`config.mk`:
```
export PLATFORM = sky130hd
export DESIGN_NAME = tag_ram_ctrl
export DESIGN_NICKNAME = d
export VERILOG_FILES = /design/src/rtl/tag_ram_ctrl.sv
export SDC_FILE = /design/constraint.sdc
export NUM_CORES = 1
export LEC_CHECK = 0
export BUFFER_PORTS_ARGS = -buffer_cell sky130_fd_sc_hd__buf_2
export CELL_PAD_IN_SITES_DETAIL_PLACEMENT = 1
export CELL_PAD_IN_SITES_GLOBAL_PLACEMENT = 1
export CORE_MARGIN = 5
export CORE_UTILIZATION = 34
export DETAILED_ROUTE_END_ITERATION = 8
export HOLD_SLACK_MARGIN = 0.15
export PLACE_DENSITY = 0.84
export SLEW_MARGIN = 20
export SYNTH_ARGS = -nofsm -noshare
export SYNTH_HDL_FRONTEND = slang
export SYNTH_SLANG_ARGS = --single-unit
```
`constraint.sdc`:
```
create_clock -name clock -period 1.5 [get_ports clock]
set_input_delay 0.225 -clock clock [delete_from_list [all_inputs] [get_ports clock]]
set_output_delay 0.225 -clock clock [all_outputs]
set_load 0.02 [all_outputs]
```
`src/rtl/tag_ram_ctrl.sv`:
```
// Tag RAM controller: flushes, arbitrates lookup/update on one RAM port,
// compares stored tags with a 2-cycle registered response and counts hits/misses.
module tag_ram_ctrl #(
  parameter int AWIDTH = 3,
  parameter int DWIDTH = 7,
  parameter int CWIDTH = 16
) (
  input  logic              clock,
  input  logic              reset,
  input  logic              flush_req,
  input  logic              lk_valid,
  input  logic [AWIDTH-1:0] lk_index,
  input  logic [DWIDTH-2:0] lk_tag,
  output logic              lk_ready,
  input  logic              up_valid,
  input  logic [AWIDTH-1:0] up_index,
  input  logic [DWIDTH-2:0] up_tag,
  input  logic              up_inval,
  output logic              up_ready,
  output logic              rsp_valid,
  output logic              rsp_hit,
  output logic [AWIDTH-1:0] rsp_index,
  output logic              busy,
  output logic [CWIDTH-1:0] hit_cnt,
  output logic [CWIDTH-1:0] miss_cnt,
  output logic [AWIDTH-1:0] ram_addr,
  output logic [DWIDTH-1:0] ram_din,
  output logic              ram_we,
  input  logic [DWIDTH-1:0] ram_dout,
  output logic              dbg_state
);

  localparam int TWIDTH = DWIDTH - 1;

  typedef enum logic {
    ST_FLUSH = 1'b0,
    ST_IDLE  = 1'b1
  } state_t;

  // Round-robin memory: which requester won the most recent contended cycle.
  localparam logic RR_LOOKUP = 1'b0;
  localparam logic RR_UPDATE = 1'b1;

  state_t              r_state;
  state_t              w_next_state;
  logic [AWIDTH-1:0]   r_flush_cnt;
  logic                r_rr_last;

  logic                w_grant_lk;
  logic                w_grant_up;
  logic                w_flush_we;
  logic                w_contended;

  logic                r_pend;
  logic [TWIDTH-1:0]   r_pend_tag;
  logic [AWIDTH-1:0]   r_pend_idx;
  logic                w_hit;

  logic                r_rsp_valid;
  logic                r_rsp_hit;
  logic [AWIDTH-1:0]   r_rsp_index;
  logic [CWIDTH-1:0]   r_hit_cnt;
  logic [CWIDTH-1:0]   r_miss_cnt;

  // Handshake: a request is accepted in the cycle where its valid and ready are
  // both high; ready is combinational, never depends on ready of the other side,
  // and at most one of lk_ready/up_ready is high in any cycle.
  always_comb begin
    w_next_state = r_state;
    w_grant_lk   = 1'b0;
    w_grant_up   = 1'b0;
    w_flush_we   = 1'b0;
    w_contended  = 1'b0;
    case (r_state)
      ST_FLUSH: begin
        w_flush_we = 1'b1;
        if (&r_flush_cnt) begin
          w_next_state = ST_IDLE;
        end
      end
      ST_IDLE: begin
        if (flush_req) begin
          w_next_state = ST_FLUSH;
        end else if (lk_valid && up_valid) begin
          w_contended = 1'b1;
          if (r_rr_last == RR_LOOKUP) begin
            w_grant_up = 1'b1;
          end else begin
            w_grant_lk = 1'b1;
          end
        end else if (lk_valid) begin
          w_grant_lk = 1'b1;
        end else if (up_valid) begin
          w_grant_up = 1'b1;
        end
      end
      default: begin
        w_next_state = ST_FLUSH;
      end
    endcase
  end

  // RAM port is a pure function of state and inputs.
  always_comb begin
    ram_we   = w_flush_we | w_grant_up;
    ram_addr = lk_index;
    ram_din  = '0;
    if (w_flush_we) begin
      ram_addr = r_flush_cnt;
    end else if (w_grant_up) begin
      ram_addr = up_index;
      if (!up_inval) begin
        ram_din = {1'b1, up_tag};
      end
    end
  end

  always_ff @(posedge clock) begin
    if (reset) begin
      r_state     <= ST_FLUSH;
      r_flush_cnt <= '0;
      r_rr_last   <= RR_LOOKUP;
    end else begin
      r_state <= w_next_state;
      if (r_state == ST_FLUSH) begin
        r_flush_cnt <= r_flush_cnt + 1'b1;
      end
      if (w_contended) begin
        r_rr_last <= w_grant_up ? RR_UPDATE : RR_LOOKUP;
      end
    end
  end

  // Stage 1: remember what was looked up while the RAM latches the address.
  always_ff @(posedge clock) begin
    if (reset) begin
      r_pend     <= 1'b0;
      r_pend_tag <= '0;
      r_pend_idx <= '0;
    end else begin
      r_pend <= w_grant_lk;
      if (w_grant_lk) begin
        r_pend_tag <= lk_tag;
        r_pend_idx <= lk_index;
      end
    end
  end

  assign w_hit = ram_dout[DWIDTH-1] & (ram_dout[TWIDTH-1:0] == r_pend_tag);

  // Stage 2: registered response; independent of the FSM so a flush cannot disturb it.
  always_ff @(posedge clock) begin
    if (reset) begin
      r_rsp_valid <= 1'b0;
      r_rsp_hit   <= 1'b0;
      r_rsp_index <= '0;
    end else begin
      r_rsp_valid <= r_pend;
      if (r_pend) begin
        r_rsp_hit   <= w_hit;
        r_rsp_index <= r_pend_idx;
      end
    end
  end

  always_ff @(posedge clock) begin
    if (reset) begin
      r_hit_cnt  <= '0;
      r_miss_cnt <= '0;
    end else if (r_rsp_valid) begin
      if (r_rsp_hit) begin
        if (!(&r_hit_cnt)) begin
          r_hit_cnt <= r_hit_cnt + 1'b1;
        end
      end else begin
        if (!(&r_miss_cnt)) begin
          r_miss_cnt <= r_miss_cnt + 1'b1;
        end
      end
    end
  end

  assign lk_ready  = w_grant_lk;
  assign up_ready  = w_grant_up;
  assign busy      = (r_state == ST_FLUSH);
  assign rsp_valid = r_rsp_valid;
  assign rsp_hit   = r_rsp_hit;
  assign rsp_index = r_rsp_index;
  assign hit_cnt   = r_hit_cnt;
  assign miss_cnt  = r_miss_cnt;
  assign dbg_state = r_state;

  a_single_grant: assert property (@(posedge clock) disable iff (reset)
    !(lk_ready && up_ready));
  a_flush_writes: assert property (@(posedge clock) disable iff (reset)
    busy |-> (ram_we && !lk_ready && !up_ready));

endmodule

```
==> After elaboration in Yosys (flattened, before gate mapping) <==
Index checks and enable logic that the tools add are counted.
{ "totals": {"reg_bits": 52, "latchBits": 0, "mem_bits_rw": 0, "mem_bits_ro": 0, "elab_cells": 51, "mem_count": 0} }
{ "op_classes": {"add_sub_neg": 3, "mul": 0, "div_mod_pow": 0, "magnitude_cmp": 0, "eq_ne": 1, "n_shift": 0, "muxes": 24, "bitwise": 6, "n_reduce_logical": 6} }
{ "op_table": {"columns": ["cell", "count"], "rows": [
  ["$add 16x1->16 const B", 2],
  ["$reduce_and 16->1", 2],
  ["$mux 7", 3],
  ["$mux 1", 18],
  ["$reduce_and 3->1", 3],
  ["$eq 6x6->1", 1],
  ["$mux 3", 2],
  ["$not 1->1", 4],
  ["$add 3x1->3 const B", 1],
  ["$pmux 1 s2", 1],
  ["$and 1x1->1", 1],
  ["$logic_and 1x1->1", 1],
  ["$or 1x1->1", 1]
]} }

==> Longest topological paths before layout <==
Gate-level depths: netlist of run 1.
{ "depth": {"depth_word": 7, "depth_mapped": 5, "depth_no_buf": 5} }

==> Least setup slack after synthesis of run 1 <==
Ideal clock, no wire load.
{ "synth_path": {"path_type": "register -> output", "startpoint": "register r_state (netlist: dbg_state)", "endpoint": "output port ram_din[0]", "t_arrival_ns": 1.796, "required_time_ns": 1.275, "setup_slack_ns": -0.521, "stages_incl_launch_ff": 4, "n_path_buf": 0, "cell_sequence": "dfxtp_1 inv_1 nor3b_1 and2_1"} }
{ "synth_via": {"elab_chain_cells": 3} }
{ "synth_rtl": {"columns": ["item", "line", "rtl"], "rows": [
  ["start, declared", "44", "state_t r_state;"],
  ["start signal, assigned", "124", "r_state <= w_next_state;"],
  ["$mux 1", "74", "case (r_state)"],
  ["$mux 7", "110", "end else if (w_grant_up) begin"],
  ["$mux 7 *", "108", "if (w_flush_we) begin"],
  ["end, declared", "27", "output logic [DWIDTH-1:0] ram_din,"]
]} }
Mark *: on every way between the ends. The rest lies on a longest branch, timed or not.

==> Worst setup path in the final report of run 1 <==
{ "layout_path": {"startpoint": "register r_rr_last", "endpoint": "output port ram_din[1]"} }
{ "layout_via": {"elab_chain_cells": 6} }
{ "layout_rtl": {"columns": ["item", "line", "rtl"], "rows": [
  ["start, declared", "47", "logic r_rr_last;"],
  ["start signal, assigned", "129", "r_rr_last <= w_grant_up ? RR_UPDATE : RR_LOOKUP;"],
  ["$mux 1", "86", "if (r_rr_last == RR_LOOKUP) begin"],
  ["$mux 1", "84", "end else if (lk_valid && up_valid) begin"],
  ["$mux 1", "82", "if (flush_req) begin"],
  ["$mux 1", "74", null],
  ["$mux 7", "110", null],
  ["$mux 7", "108", null]
]} }
No other way between the ends.

==> reports/metrics.csv, run 1 <==
stage;metric;value;unit
place;numPortBuffers;82;
route;drt-vias-per-instance;5.35;
clocking;cts.sinks;52;
yosys;synth_ff_type;dfxtp_1;
global_routing;antenna_found_initial;0;
timing;finalCriticalPeriod;1820;ps
final_layout;fillerInstances;906;
timing;finalWorstSetupSlack;-321;ps
timing;skew;9.23;ps
yosys;syn_nets;340;
hold_path;holdPathStages;3;
setup_path;r2r_slack;-260;ps
setup_path;cp_cell_sequence;a211oi_4 > nor3b_4 > and2_4 > buf_6;
timing;fmax;549;MHz
setup_path;crit_buf_inv;1;
clocking;cts_tree;built;
power_and_ir_drop;pwr_density_cell;546;nW/µm²
yosys;synth.ff_latch_count;52;
floorplanning;initial_core_util;34.8;%
floorplanning;chipHeight;98.7;µm
timing;worstMarginPinSlew;379;ps
clocking;clockRootBuffer;clkbuf_8;
clocking;clock_latency;310;ps
power_and_ir_drop;leakagePower;1.89;nW
final_layout;drive_above_1_share;60.5;%
yosys;synthTopCellsByArea;dfxtp_1 39%, mux2i_1 7.1%, a21oi_1 5.4%;
hold_path;hold_path.class;in2reg;
status;violations;setup timing;
setup_path;slowest_delay;370;ps
global_routing;grt_pass1_wl;16200;µm
route;num_vias;3024;
timing;rsz0062_at_grt;yes;
final_layout;insertedDiodeCount;0;
setup_path;crit_path_end_kind;output port;
place;placed_area;3780;µm²
clocking;numCtsBuffers;5;
setup_path;startpoint_type;register;
setup_path;critPathSlowestCell;nor3b_4;
yosys;synth_largest_area_cell;dfxtp_1;
global_routing;grt_pass1_vias;3145;
job;max-cap-violations;0;
yosys;synth_enable_flop_cells;0;
setup_path;worstPathArrival;1600;ps
yosys;ys_seq_area_share;39.0;%
power_and_ir_drop;peakVddDrop;0.000515;V
clocking;path_clk_slew;110;ps
yosys;synth_cell_types;50;
yosys;ys_warn_count;0;
yosys;async_flop_share;0;%
final_layout;multi_input_area;1920;µm²
yosys;synth_area;2670;µm²
final_layout;final_util;57.2;%
global_routing;grt.overflow.total;0;
route;antenna_left;0;
timing;maxSlewViolCount;0;
timing;hold_viol_final;0;
timing;fin_worst_hold_slack;157;ps
floorplanning;num_rows;32;
timing;max_slew_margin;74.6;%
place;dp_cells;538;
floorplanning;num_io_pins;83;
setup_path;crit_type;reg2out;
place;hpwlAfterDp;6810;µm
route;wl_per_cell;18.6;µm
global_routing;gr-max-usage-layer;met2;
setup_path;r2r-end;miss_cnt[0];
yosys;synth_common_cells;52 x dfxtp_1, 33 x nor2_1, 29 x a21oi_1;
setup_path;critPathRequiredTime;1270;ps
yosys;synth_most_common_cell;dfxtp_1;
global_routing;grt_start_max_net_pins;19;
global_routing;grt_use_met2;38.3;%
setup_path;worst-path-max-fanout;7;
yosys;syn_avg_cell_area;8.76;µm²
setup_path;rr_startpoint;miss_cnt[1];
timing;period_share;121;%
status;outcome;complete, but fails checks;
power_and_ir_drop;p_total;2.40;mW
final_layout;syn_to_final_growth;64.6;%
clocking;htreeDepth;2;
yosys;postSynthCellCount;305;
final_layout;regArea;1130;µm²
yosys;yosysTopAreaCellShare;39.0;%
global_routing;met1_usage;23.8;%
route;dr.pass1.iters;4;
global_routing;grt_use_total;20.4;%
floorplanning;core_area;7690;µm²
global_routing;met3_usage;3.18;%
final_layout;num-nets-final;497;
place;place.gp.congestion;0.828;
final_layout;final_cell_count_no_fill;565;
clocking;clockBufferDepth;2;
route;drc;0;
final_layout;finish.instance_area;4400;µm²
timing;setup_violations;32;
setup_path;crit_family;simple AND/OR/NAND/NOR gates;
floorplanning;fp.dieArea;9730;µm²
hold_path;holdPathEnd;r_pend_tag[3];
route;first_iter_violations;76;
setup_path;reg2reg_depth;7;
floorplanning;die_w;98.7;µm
route;routed_wirelength;10500;µm
hold_path;min-delay-start;lk_tag[3];
==> kinds of logic (layout without fill, tap and decap cells) <==
family,after synthesis,count (layout),synth area share (%)
fa+ha+maj,4,4,1.87
mux,27,27,10.6
compound gates,58,58,13.6
buf+inv,19,177,3.32
simple gates,137,137,29.0
flops,52,52,39.0
xor+xnor,8,8,2.62
==> power breakdown <==
group          total, mW  internal (mW)  leakage (nW)  switching (mW)
clock              0.880          0.346        0.0506           0.534
combinational      0.166         0.0721          1.39          0.0942
sequential          1.36           1.35         0.443         0.00685
==> worst register-to-register path, cell delays in order (launching register included) <==
cell	delay, ps
dfxtp_4	380
ha_4	130
nand4_1	230
buf_6	220
nor4_4	320
buf_4	210
or3_4	130
a21oi_2	50
==> metal layers <==
metal	part of all wire [%]	wire, µm	vias to the layer above
met5	0	0	-
met4	2.1	221	0
met3	3.6	373	15
met2	54	5680	67
met1	40	4220	1509
li1	-	-	1433
==> layout by cell type (no fill, tap or decap), types with 11 or more instances in the layout <==
| master | Yosys | layout |
|---|---|---|
| dfxtp_4 | 0 | 21 |
| buf_6 | 0 | 16 |
| dfxtp_2 | 0 | 12 |
| buf_2 | 2 | 75 |
| a21oi_2 | 1 | 14 |
| buf_4 | 4 | 69 |
| dfxtp_1 | 52 | 19 |
| a21oi_1 | 29 | 14 |
| nand3_1 | 15 | 11 |
| nand2_1 | 19 | 17 |
| nor2_1 | 33 | 30 |
| mux2i_1 | 19 | 19 |
==> worst max path at each step <==
stage / from / end / slack [ps] / cells after the start
finish: r_rr_last / ram_din[1] / -320 / 4
global route: r_rr_last / ram_din[0] / -400 / 4
detailed placement: miss_cnt[6] / miss_cnt[14] / -140 / 4
CTS: r_rr_last / ram_din[0] / -330 / 4
global placement: miss_cnt[10] / miss_cnt[14] / -60 / 4
floorplan: hit_cnt[1] / hit_cnt[3] / -150 / 5
==> flip-flops by register name (all words and copies together), names as in the netlist <==
name and flops:
rsp_index 3, r_flush_cnt 3, r_pend_idx 3, r_pend 1, miss_cnt 16, rsp_valid 1
dbg_state 1, r_pend_tag 6, hit_cnt 16, r_rr_last 1, rsp_hit 1
==> area by class of cell <==
type | count | area share, %
Multi-Input combinational cell | 234 | 43.7
Inverter | 7 | 0.597
Clock buffer | 5 | 1.56
Timing Repair Buffer | 162 | 24.9
Clock inverter | 3 | 0.597
Tap cell | 102 | 2.90
Sequential cell | 52 | 25.8
==> metrics by stage <==
stage	TNS (ps)	setup slack (ps)
floorplan	-1160	-147
global placement	-278	-62.6
detailed placement	-1120	-142
CTS	-3750	-333
global route	-8060	-396
finish	-5230	-321
==> timing repair <==
item,CTS,global route
pin swaps,28,31
hold buffers,2,0
gates cloned,1,0
endpoints found under the hold margin,2,0
endpoints found under the setup margin,34,48
resized for setup,51,57
setup buffers,9,9
No activity file was read; power rests on OpenSTA's default activity.
==> run 2, diff against run 1 <==
--- a/config.mk
+++ b/config.mk
@@ -12,7 +12,7 @@
 export CORE_UTILIZATION = 34
 export DETAILED_ROUTE_END_ITERATION = 8
 export HOLD_SLACK_MARGIN = 0.15
-export PLACE_DENSITY = 0.84
+export PLACE_DENSITY_LB_ADDON = 0.1
 export SLEW_MARGIN = 20
 export SYNTH_ARGS = -nofsm -noshare
 export SYNTH_HDL_FRONTEND = slang
==> reports/metrics.csv, run 2 (synthesis gave the netlist of run 1 again) <==
stage;metric;value;unit
global_routing;met1_usage;22.2;%
job;max-cap-violations;0;
global_routing;antenna_found_initial;0;
floorplanning;core_area;7690;µm²
timing;fin_tns_setup;-4350;ps
route;dr.pass1.iters;4;
timing;finalCriticalPeriod;1770;ps
timing;period_share;118;%
global_routing;grt_use_met2;33.4;%
power_and_ir_drop;switching_share;24.1;%
setup_path;rr_startpoint;miss_cnt[0];
global_routing;grt.overflow.total;0;
global_routing;grt_pass1_wl;14700;µm
clocking;cts.sinks;52;
clocking;clockRootBuffer;clkbuf_8;
place;hpwlAfterDp;6530;µm
clocking;clockBufferDepth;2;
setup_path;reg2reg_depth;7;
floorplanning;fp.dieArea;9730;µm²
global_routing;grt_use_total;18.2;%
clocking;htreeDepth;2;
setup_path;worstSetupPathDepth;4;
timing;worstMarginPinSlew;466;ps
hold_path;holdPathEnd;r_pend_tag[0];
setup_path;slowest_delay;350;ps
place;place.gp.congestion;0.842;
timing;rsz0062_at_grt;yes;
route;first_iter_violations;65;
setup_path;critPathRequiredTime;1270;ps
route;drt-vias-per-instance;5.10;
floorplanning;chipHeight;98.7;µm
status;outcome;complete, but fails checks;
setup_path;crit_buf_inv;1;
timing;max_slew_margin;68.8;%
hold_path;holdPathStages;3;
final_layout;num-nets-final;505;
hold_path;min-delay-start;lk_tag[0];
power_and_ir_drop;peakVddDrop;0.000387;V
floorplanning;die_w;98.7;µm
timing;finalWorstSetupSlack;-274;ps
power_and_ir_drop;combPwrFrac;6.8;%
power_and_ir_drop;internal-power;1.80;mW
route;antenna_left;0;
power_and_ir_drop;p_switching;0.573;mW
status;violations;setup timing;
clocking;cts_tree;built;
clocking;clock_latency;300;ps
setup_path;worst-path-max-fanout;7;
global_routing;grt_start_max_net_pins;22;
setup_path;crit_type;reg2out;
final_layout;drive_above_1_share;60.3;%
timing;fmax;564;MHz
hold_path;hold_path.class;in2reg;
power_and_ir_drop;clock_power_share;35.9;%
timing;setup_violations;36;
setup_path;critPathSlowestCell;dfxtp_2;
global_routing;met3_usage;3.33;%
final_layout;insertedDiodeCount;0;
setup_path;cp_cell_sequence;a211oi_4 > nor3b_4 > and2_4 > buf_6;
place;numPortBuffers;82;
setup_path;worstPathArrival;1550;ps
route;wl_per_cell;17.1;µm
final_layout;syn_to_final_growth;69.1;%
setup_path;crit_path_end_kind;output port;
global_routing;gr-max-usage-layer;met2;
floorplanning;initial_core_util;34.8;%
setup_path;r2r_slack;-150;ps
timing;maxSlewViolCount;0;
route;drc;0;
floorplanning;num_io_pins;83;
setup_path;crit_family;simple AND/OR/NAND/NOR gates;
global_routing;grt_pass1_vias;3022;
power_and_ir_drop;p_total;2.37;mW
timing;skew;9.75;ps
setup_path;startpoint_type;register;
timing;hold_viol_final;0;
power_and_ir_drop;p_seq_share;57.3;%
floorplanning;num_rows;32;
clocking;path_clk_slew;100;ps
setup_path;r2r-end;miss_cnt[3];
route;routed_wirelength;9770;µm
route;num_vias;2924;
final_layout;layout_common_cells;74 x buf_2, 72 x buf_4, 30 x nor2_1;
power_and_ir_drop;pwr_density_cell;526;nW/µm²
final_layout;layout_commonest_cell;buf_2;
timing;fin_worst_hold_slack;163;ps
power_and_ir_drop;leakagePower;1.93;nW
clocking;numCtsBuffers;5;
[run 2: changes by cell type in the layout (fill, tap and decap cells not counted), sizes merged]
| cell | change |
|---|---|
| clkbuf | +3 |
| dlygate4sd3 | -1 |
| inv | -2 |
| buf | +9 |
| clkinv | -1 |
[run 2: cell type report]
class,count,area [µm²]
fillers,913,3170
flip-flops and latches,52,1120
repair buffers,170,1200
well taps,102,128
multi-input cells,234,1950
clock buffers,8,90.1
inverters,7,26.3
[run 2: through the flow]
step / instances / setup WS (ps) / utilization, % / area, µm²
floorplan: 305 / -147 / - / 2840
global placement: 542 / -58.9 / 49.5 / 3810
detailed placement: 542 / -102 / 49.5 / 3810
CTS: 560 / -267 / 53.4 / 4110
global route: 573 / -347 / 58.8 / 4520
finish: 573 / -274 / 58.8 / 4520
[run 2: worst min-delay path, delay by kind of cell]
kind	cells	cell delay, ps
buffers and inverters	1	70
multiplexers	1	50
AND/OR/NAND/NOR	1	80
[run 2: metal layers]
metal	vias up	wire length, µm
met5	-	0
met2	57	5110
met4	0	105
met3	11	376
li1	1445	-
met1	1411	4170
[run 2: power groups by stage]
| stage | clock network [mW] | registers (mW) | logic [mW] |
|---|---|---|---|
| 2_1_floorplan | 0 | 1.40 | 0.0786 |
| 4_1_cts | 0.886 | 1.36 | 0.156 |
| 6_report | 0.853 | 1.36 | 0.161 |
| 3_3_place_gp | 0 | 1.40 | 0.148 |
| 5_1_grt | 0.945 | 1.36 | 0.179 |
| 3_5_place_dp | 0 | 1.40 | 0.153 |
[run 2: timing repair]
action / in CTS / in global routing
pin swaps: 14 / 45
endpoints found under the hold margin: 1 / 0
setup endpoints to repair: 38 / 44
hold buffers: 1 / 0
resized for setup: 39 / 69
gates cloned: 1 / 0
setup buffers: 10 / 15
[run 2: worst max path at each step]
stage / start / end
after floorplan: hit_cnt[1] / hit_cnt[3]
after global routing: r_rr_last / ram_din[1]
after detailed placement: hit_cnt[1] / hit_cnt[2]
after CTS: r_rr_last / ram_din[0]
final: r_rr_last / ram_din[3]
after global placement: hit_cnt[1] / hit_cnt[4]
